<file path="config.mk">
export PLATFORM = sky130hd
export DESIGN_NAME = i_decode
export DESIGN_NICKNAME = d
export VERILOG_FILES = /design/src/rtl/i_decode.sv
export SDC_FILE = /design/constraint.sdc
export NUM_CORES = 2
export LEC_CHECK = 0
export ABC_AREA = 1
export BUFFER_PORTS_ARGS = -buffer_cell sky130_fd_sc_hd__buf_2
export CAP_MARGIN = 10
export CELL_PAD_IN_SITES_DETAIL_PLACEMENT = 0
export CELL_PAD_IN_SITES_GLOBAL_PLACEMENT = 2
export CORE_MARGIN = 1
export CORE_UTILIZATION = 39
export DETAILED_ROUTE_END_ITERATION = 7
export PLACE_DENSITY = 0.94
export SLEW_MARGIN = 20
export SYNTH_ARGS = -nofsm -noshare
export SYNTH_HDL_FRONTEND = slang
export SYNTH_SLANG_ARGS = --single-unit
</file>
<file path="constraint.sdc">
create_clock -name clk -period 2.3 [get_ports clk]
set_input_delay 0.345 -clock clk [delete_from_list [all_inputs] [get_ports clk]]
set_output_delay 0.345 -clock clk [all_outputs]
set_load 0.02 [all_outputs]
</file>
<file path="src/rtl/i_decode.sv">
// MIPS ID stage: control decode, 32x32 register file with write-through
// bypass, sign extension, and the ID/EX pipeline latch.
module i_decode (
  input  logic        clk,
  input  logic        rst_n,
  input  logic [31:0] instr,
  input  logic [31:0] npc,
  input  logic [4:0]  mem_wb_writereg,
  input  logic [31:0] mem_wb_writedata,
  input  logic        regwrite,
  output logic [1:0]  wb_out,
  output logic [2:0]  m_out,
  output logic [3:0]  ex_out,
  output logic [31:0] npc_out,
  output logic [31:0] reg_rs_out,
  output logic [31:0] reg_rt_out,
  output logic [31:0] sign_ext_out,
  output logic [4:0]  instr_20_16_out,
  output logic [4:0]  instr_15_11_out
);

  localparam logic [5:0] OP_RTYPE = 6'b000000;
  localparam logic [5:0] OP_LW    = 6'b100011;
  localparam logic [5:0] OP_SW    = 6'b101011;
  localparam logic [5:0] OP_BEQ   = 6'b000100;

  logic [5:0]  opcode;
  logic [4:0]  rs, rt, rd;
  logic [15:0] imm;

  assign opcode = instr[31:26];
  assign rs     = instr[25:21];
  assign rt     = instr[20:16];
  assign rd     = instr[15:11];
  assign imm    = instr[15:0];

  logic [3:0]  ex_d;
  logic [2:0]  m_d;
  logic [1:0]  wb_d;
  logic [31:0] sext_d;
  logic [31:0] rs_d, rt_d;
  logic        wr_en;

  // Opcode to {ex, m, wb} control groups; unknown opcodes become a NOP.
  always_comb begin
    ex_d = 4'b0000;
    m_d  = 3'b000;
    wb_d = 2'b00;
    case (opcode)
      OP_RTYPE: begin ex_d = 4'b1100; m_d = 3'b000; wb_d = 2'b10; end
      OP_LW:    begin ex_d = 4'b0001; m_d = 3'b010; wb_d = 2'b11; end
      OP_SW:    begin ex_d = 4'b0001; m_d = 3'b001; wb_d = 2'b00; end
      OP_BEQ:   begin ex_d = 4'b0010; m_d = 3'b100; wb_d = 2'b00; end
      default:  begin ex_d = 4'b0000; m_d = 3'b000; wb_d = 2'b00; end
    endcase
  end

  assign sext_d = {{16{imm[15]}}, imm};

  // Register 0 is never written, so a write to it is simply dropped.
  assign wr_en = regwrite && (mem_wb_writereg != 5'd0);

  logic [31:0] regs [32];

  // Register file write port; reset seeds each entry with its own index.
  always_ff @(posedge clk or negedge rst_n) begin
    if (!rst_n) begin
      for (int i = 0; i < 32; i++) regs[i] <= 32'(i);
    end else if (wr_en) begin
      regs[mem_wb_writereg] <= mem_wb_writedata;
    end
  end

  // Read ports: r0 is hard zero, and a same-cycle write-back bypasses the array.
  always_comb begin
    rs_d = regs[rs];
    rt_d = regs[rt];
    if (rs == 5'd0)                          rs_d = 32'd0;
    else if (wr_en && mem_wb_writereg == rs) rs_d = mem_wb_writedata;
    if (rt == 5'd0)                          rt_d = 32'd0;
    else if (wr_en && mem_wb_writereg == rt) rt_d = mem_wb_writedata;
  end

  // ID/EX latch loads every cycle; no stall or flush.
  always_ff @(posedge clk or negedge rst_n) begin
    if (!rst_n) begin
      wb_out          <= '0;
      m_out           <= '0;
      ex_out          <= '0;
      npc_out         <= '0;
      reg_rs_out      <= '0;
      reg_rt_out      <= '0;
      sign_ext_out    <= '0;
      instr_20_16_out <= '0;
      instr_15_11_out <= '0;
    end else begin
      wb_out          <= wb_d;
      m_out           <= m_d;
      ex_out          <= ex_d;
      npc_out         <= npc;
      reg_rs_out      <= rs_d;
      reg_rt_out      <= rt_d;
      sign_ext_out    <= sext_d;
      instr_20_16_out <= rt;
      instr_15_11_out <= rd;
    end
  end

endmodule

</file>
### Yosys cells after proc, flatten, opt, wreduce, memory -nomap -nowiden

Index checks and enable logic that the tools add are counted.

* register bits: 1155
* output and inout port bits: 147

* order comparisons: 4
* equality and inequality tests: 5
* multiplexer cells: 16
* bitwise operators: 3
* reductions and logical operators: 9

Operators with widths (number)
* bitwise mux 1024 bit: 1
* binary-select mux 32 bit (select 5 bit): 2
* 2-to-1 mux 32 bit: 9
* demux 32 bit (select 5 bit): 1
* greater-or-equal comparator 6 bit (second input constant): 3
* NOT 5 -> 6 bit: 3
* == test 6 bit (second input constant): 2
* one-hot mux 4 bit (3 select lines): 1
* == test 5 bit: 2
* logical NOT 5 bit: 2
* one-hot mux 3 bit (3 select lines): 1
* == test 6 x 3 -> 1 bit (second input constant): 1
* logical NOT 6 bit: 1
* less-than comparator 6 x 1 -> 1 bit (second input constant): 1
* nonzero test 5 bit: 1
* logical AND 1 bit: 4
* one-hot mux 2 bit (2 select lines): 1
* OR reduction 2 bit: 1

### Depth between registers and ports, before layout

* depth in word-level cells: 6
* mapped depth: 14
* gate-level depth less buffers: 11

### Least setup slack after synthesis

OpenSTA, ideal clock, no wires.

* path kind: in2reg
* start: input port instr[16]
* end: register reg_rt_out[10]
* data arrival time: 1695 ps
* data required time: 2167 ps
* slack: 472 ps
* stages on the path: 11
* cells stage by stage: buf_2 -> buf_4 -> clkbuf_1 -> buf_1 -> nand2_1 -> nand3_1 -> o21ai_0 -> a21oi_1 -> nand2_1 -> nand2_1 -> a21oi_1

* cells in the longest elaborated chain, start to end: 6
* elaborated cells between the ends (all ways): 9
* classes of those cells: eq/ne (1); mux (5); bitwise (1); reduce/logical (2)

Ends and longest elaborated chain
* from (decl): RTL line 6 `input logic [31:0] instr,`
* NOT 5 -> 6 bit (not written as such): RTL line 77 `rt_d = regs[rt];`
* binary-select mux 32 bit (select 5 bit): RTL line 77
* 2-to-1 mux 32 bit (not written as such) (2 in a row): RTL line 77
* 2-to-1 mux 32 bit: RTL line 81 `else if (wr_en && mem_wb_writereg == rt) rt_d = mem_wb_writedata;`
* 2-to-1 mux 32 bit *: RTL line 80 `if (rt == 5'd0) rt_d = 32'd0;`
* net rt_d[10]: RTL line 41 `logic [31:0] rs_d, rt_d;`
* to (signal assigned): RTL line 102 `reg_rt_out <= rt_d;`
* to (decl): RTL line 16 `output logic [31:0] reg_rt_out,`

The timed path passes the listed nets; every way through them passes the cells marked *. The select of a mux whose other input is x is not followed.
A chain may end at the register's enable or synchronous reset.

### Worst setup path in the final report

* start: input port instr[17]
* end: register reg_rt_out[26]

The elaborated chain is that of the path after synthesis.

==> results.sh <==
export IMPL_cts_resized=0
export IMPL_design_area_mm2=0.0728
export IMPL_cts_buffer_depth=3
export IMPL_gp_congestion=0.876
export IMPL_syn_area_mm2=0.0616
export IMPL_drt_pass1_iter_count=6
export IMPL_ys_types=27
export IMPL_path_class="in -> reg"
export IMPL_syn_num_nets=8696
export IMPL_slowest_delay_ns=0.56
export IMPL_cts_root_buf="clkbuf_16"
export IMPL_yosys_top_cells_area="dfrtp_1 (43%), nand2_1 (16%), o21ai_0 (11%), nand3_1 (7.8%), inv_1 (4.3%)"
export IMPL_initial_core_util_pct=39.4
export IMPL_finClkSkew_ns=0.0288
export IMPL_cts_buffers=139
export IMPL_required_ns=2.97
export IMPL_cpMaxStageDelayCell="dlygate4sd3_1"
export IMPL_power_density_mw_per_mm2=840
export IMPL_clock_latency_ns=0.80
export IMPL_hold_viol=0
export IMPL_synth_largest_area_cell="dfrtp_1"
export IMPL_path_max_fanout=25
export IMPL_cts_clk_slew_worst_paths_ns=0.06
export IMPL_arrival_ns=2.61
export IMPL_setup_tns_final_ns=0
export IMPL_fin_ws_ns=0.360
export IMPL_wire_per_inst_um=23.0
export IMPL_path_cells="dlygate4sd3_1, buf_8, inv_4, nor3_2, buf_12, nand2_1, o211ai_1, nor2_1, nand2_1, nand2_1, a21oi_1"
export IMPL_postPlaceCellArea_mm2=0.0672
export IMPL_avgSynthCellArea_um2=7.17
export IMPL_hpwl_um=149000
export IMPL_crit_path_frequent_cell="nand2_1"
export IMPL_ios=251
export IMPL_grt_overflow=0
export IMPL_yosysSeqAreaShare_pct=46.9
export IMPL_dp_cells=10491
export IMPL_grt_pass1_vias=55681
export IMPL_fp_row_count=145
export IMPL_synth_edf_count=0
export IMPL_max_vdd_ir_drop_mv=0.737
export IMPL_power_mw=61.1
export IMPL_rsz0062_at_grt="false"
export IMPL_ant_nets=0
export IMPL_slew_viol_final=0
export IMPL_drc=0
export IMPL_post_cts_setup_buffers=0
export IMPL_cts_hold_buffers_added=91
export IMPL_synth_top_cell_area_share_pct=43.5
export IMPL_setup_viol=0
export IMPL_htreeDepth=4
export IMPL_crit_path_end_kind="flip-flop"
export IMPL_async_flop_share_pct=100
export IMPL_fin_util_pct=46.5
export IMPL_synth_common_cells="nand2_1 (2641), o21ai_0 (1349), dfrtp_1 (1069)"
export IMPL_place_ws_ns=0.165
export IMPL_portBuffers=250
export IMPL_yosys_most_used_dff="dfrtp_1"
export IMPL_startpoint_type="input pin"
export IMPL_drv_cap=0
export IMPL_leakage_nw=34.8
export IMPL_syn2layout_area_growth_pct=18.2
export IMPL_cp_top_family="buffers and inverters"
export IMPL_drtIter0Drc=7143
export IMPL_antenna_found_initial=5
export IMPL_track_usage_pct=31.0
export IMPL_clkSinkCount=1149
export IMPL_die_w_um=399
export IMPL_clock_fmax_mhz=515
export IMPL_synth_warning_count=0
export IMPL_fin_worst_hold_slack_ns=0.0664
export IMPL_grt_pass1_wl_um=370000
export IMPL_fin_nets=8769
export IMPL_syn_inst=8592
export IMPL_stdcell_count=10836
export IMPL_yosys_register_bits=1149
export IMPL_vias=60363
export IMPL_worst_pin_slew_ns=0.875
export IMPL_drt_wl_total_um=249000
export IMPL_synth_most_common_cell="nand2_1"
export IMPL_slew_headroom_pct=41.6
export IMPL_coreArea_mm2=0.156
export IMPL_fin_crit_sh_pct=84.4
export IMPL_grt_max_degree=108
export IMPL_dieArea_mm2=0.159
export IMPL_vias_per_cell=5.57
export IMPL_fin_crit_ns=1.94
export IMPL_cts_tree="yes"
export IMPL_crit_buf_inv=4
export IMPL_die_h_um=399
export IMPL_drive_above_1_share_pct=11.4
export IMPL_hold_path_class="in -> async"
export IMPL_status="finished, final reports clean"
==> state kept, by name (all words and copies together), names as in the netlist, 3 cells and up <==
register         cells
reg_rs_out          32
sign_ext_out        11
npc_out             32
regs              1024
reg_rt_out          32
instr_20_16_out      5
ex_out               3
instr_15_11_out      5
m_out                3
==> metal layers <==
metal / GRT usage [%] / part of all wire, % / vias to the layer above
li1: - / - / 27968
met2: 47.7 / 44 / 2902
met3: 5.32 / 8.9 / 415
met5: 0 / 0.0052 / -
met4: 9.35 / 3.0 / 2
met1: 44.4 / 44 / 29076
==> final cells by class <==
type / count / area, µm²
clock inverters: 40 / 529
repair buffers: 684 / 6650
clock buffers: 211 / 4170
fillers: 15641 / 83600
well taps: 2058 / 2570
diodes: 3 / 7.51
multi-input cells: 5970 / 27300
flip-flops and latches: 1149 / 28900
inverters: 721 / 2740
==> cells in the final DEF, fill, tap and decap left out, types with 18 or more instances in the layout <==
| master | instances |
|---|---|
| clkbuf_16 | 145 |
| clkbuf_8 | 29 |
| clkbuf_1 | 37 |
| o21ai_0 | 1349 |
| nand2_1 | 2621 |
| a21oi_1 | 302 |
| nor2_1 | 304 |
| o211ai_1 | 261 |
| inv_1 | 705 |
| o21ai_1 | 58 |
| nand2_4 | 27 |
| buf_2 | 240 |
| nand3_1 | 955 |
| dlygate4sd3_1 | 91 |
| or2_2 | 55 |
| clkinv_2 | 18 |
| buf_4 | 200 |
| dfstp_2 | 80 |
| buf_12 | 148 |
| dfrtp_1 | 1069 |
==> power breakdown <==
group	switching (mW)	total, mW	internal (mW)
registers	2.35	26.4	24.0
clock network	9.20	22.9	13.7
logic	7.51	11.8	4.33
==> worst paths after layout <==
kind | slack (ns) | endpoint | start | depth (start not counted)
worst max-delay path | 0.36 | reg_rt_out[26]$_DFF_PN0_ | instr[17] | 11
min in group clk | 0.08 | instr_20_16_out[0]$_DFF_PN0_ | instr[16] | 3
worst min register to register | 0.38 | regs[998]$_DFFE_PN0P_ | regs[998]$_DFFE_PN0P_ | 0
max in group asynchronous | 1.21 | regs[770]$_DFFE_PN1P_ | rst_n | 4
worst min-delay path | 0.07 | regs[29]$_DFFE_PN0P_ | rst_n | 2
worst max register to register | 0.83 | reg_rs_out[1]$_DFF_PN0_ | regs[225]$_DFFE_PN0P_ | 9
==> cells by family after synthesis <==
family,after synthesis,synth area share (%)
AND/OR/NAND/NOR,3992,26.7
XOR/XNOR,8,0.114
AO/OA/AOI/OAI,1970,17.1
buffers and inverters,1473,9.24
flip-flops,1149,46.9
(Power assumes the default switching activity.)
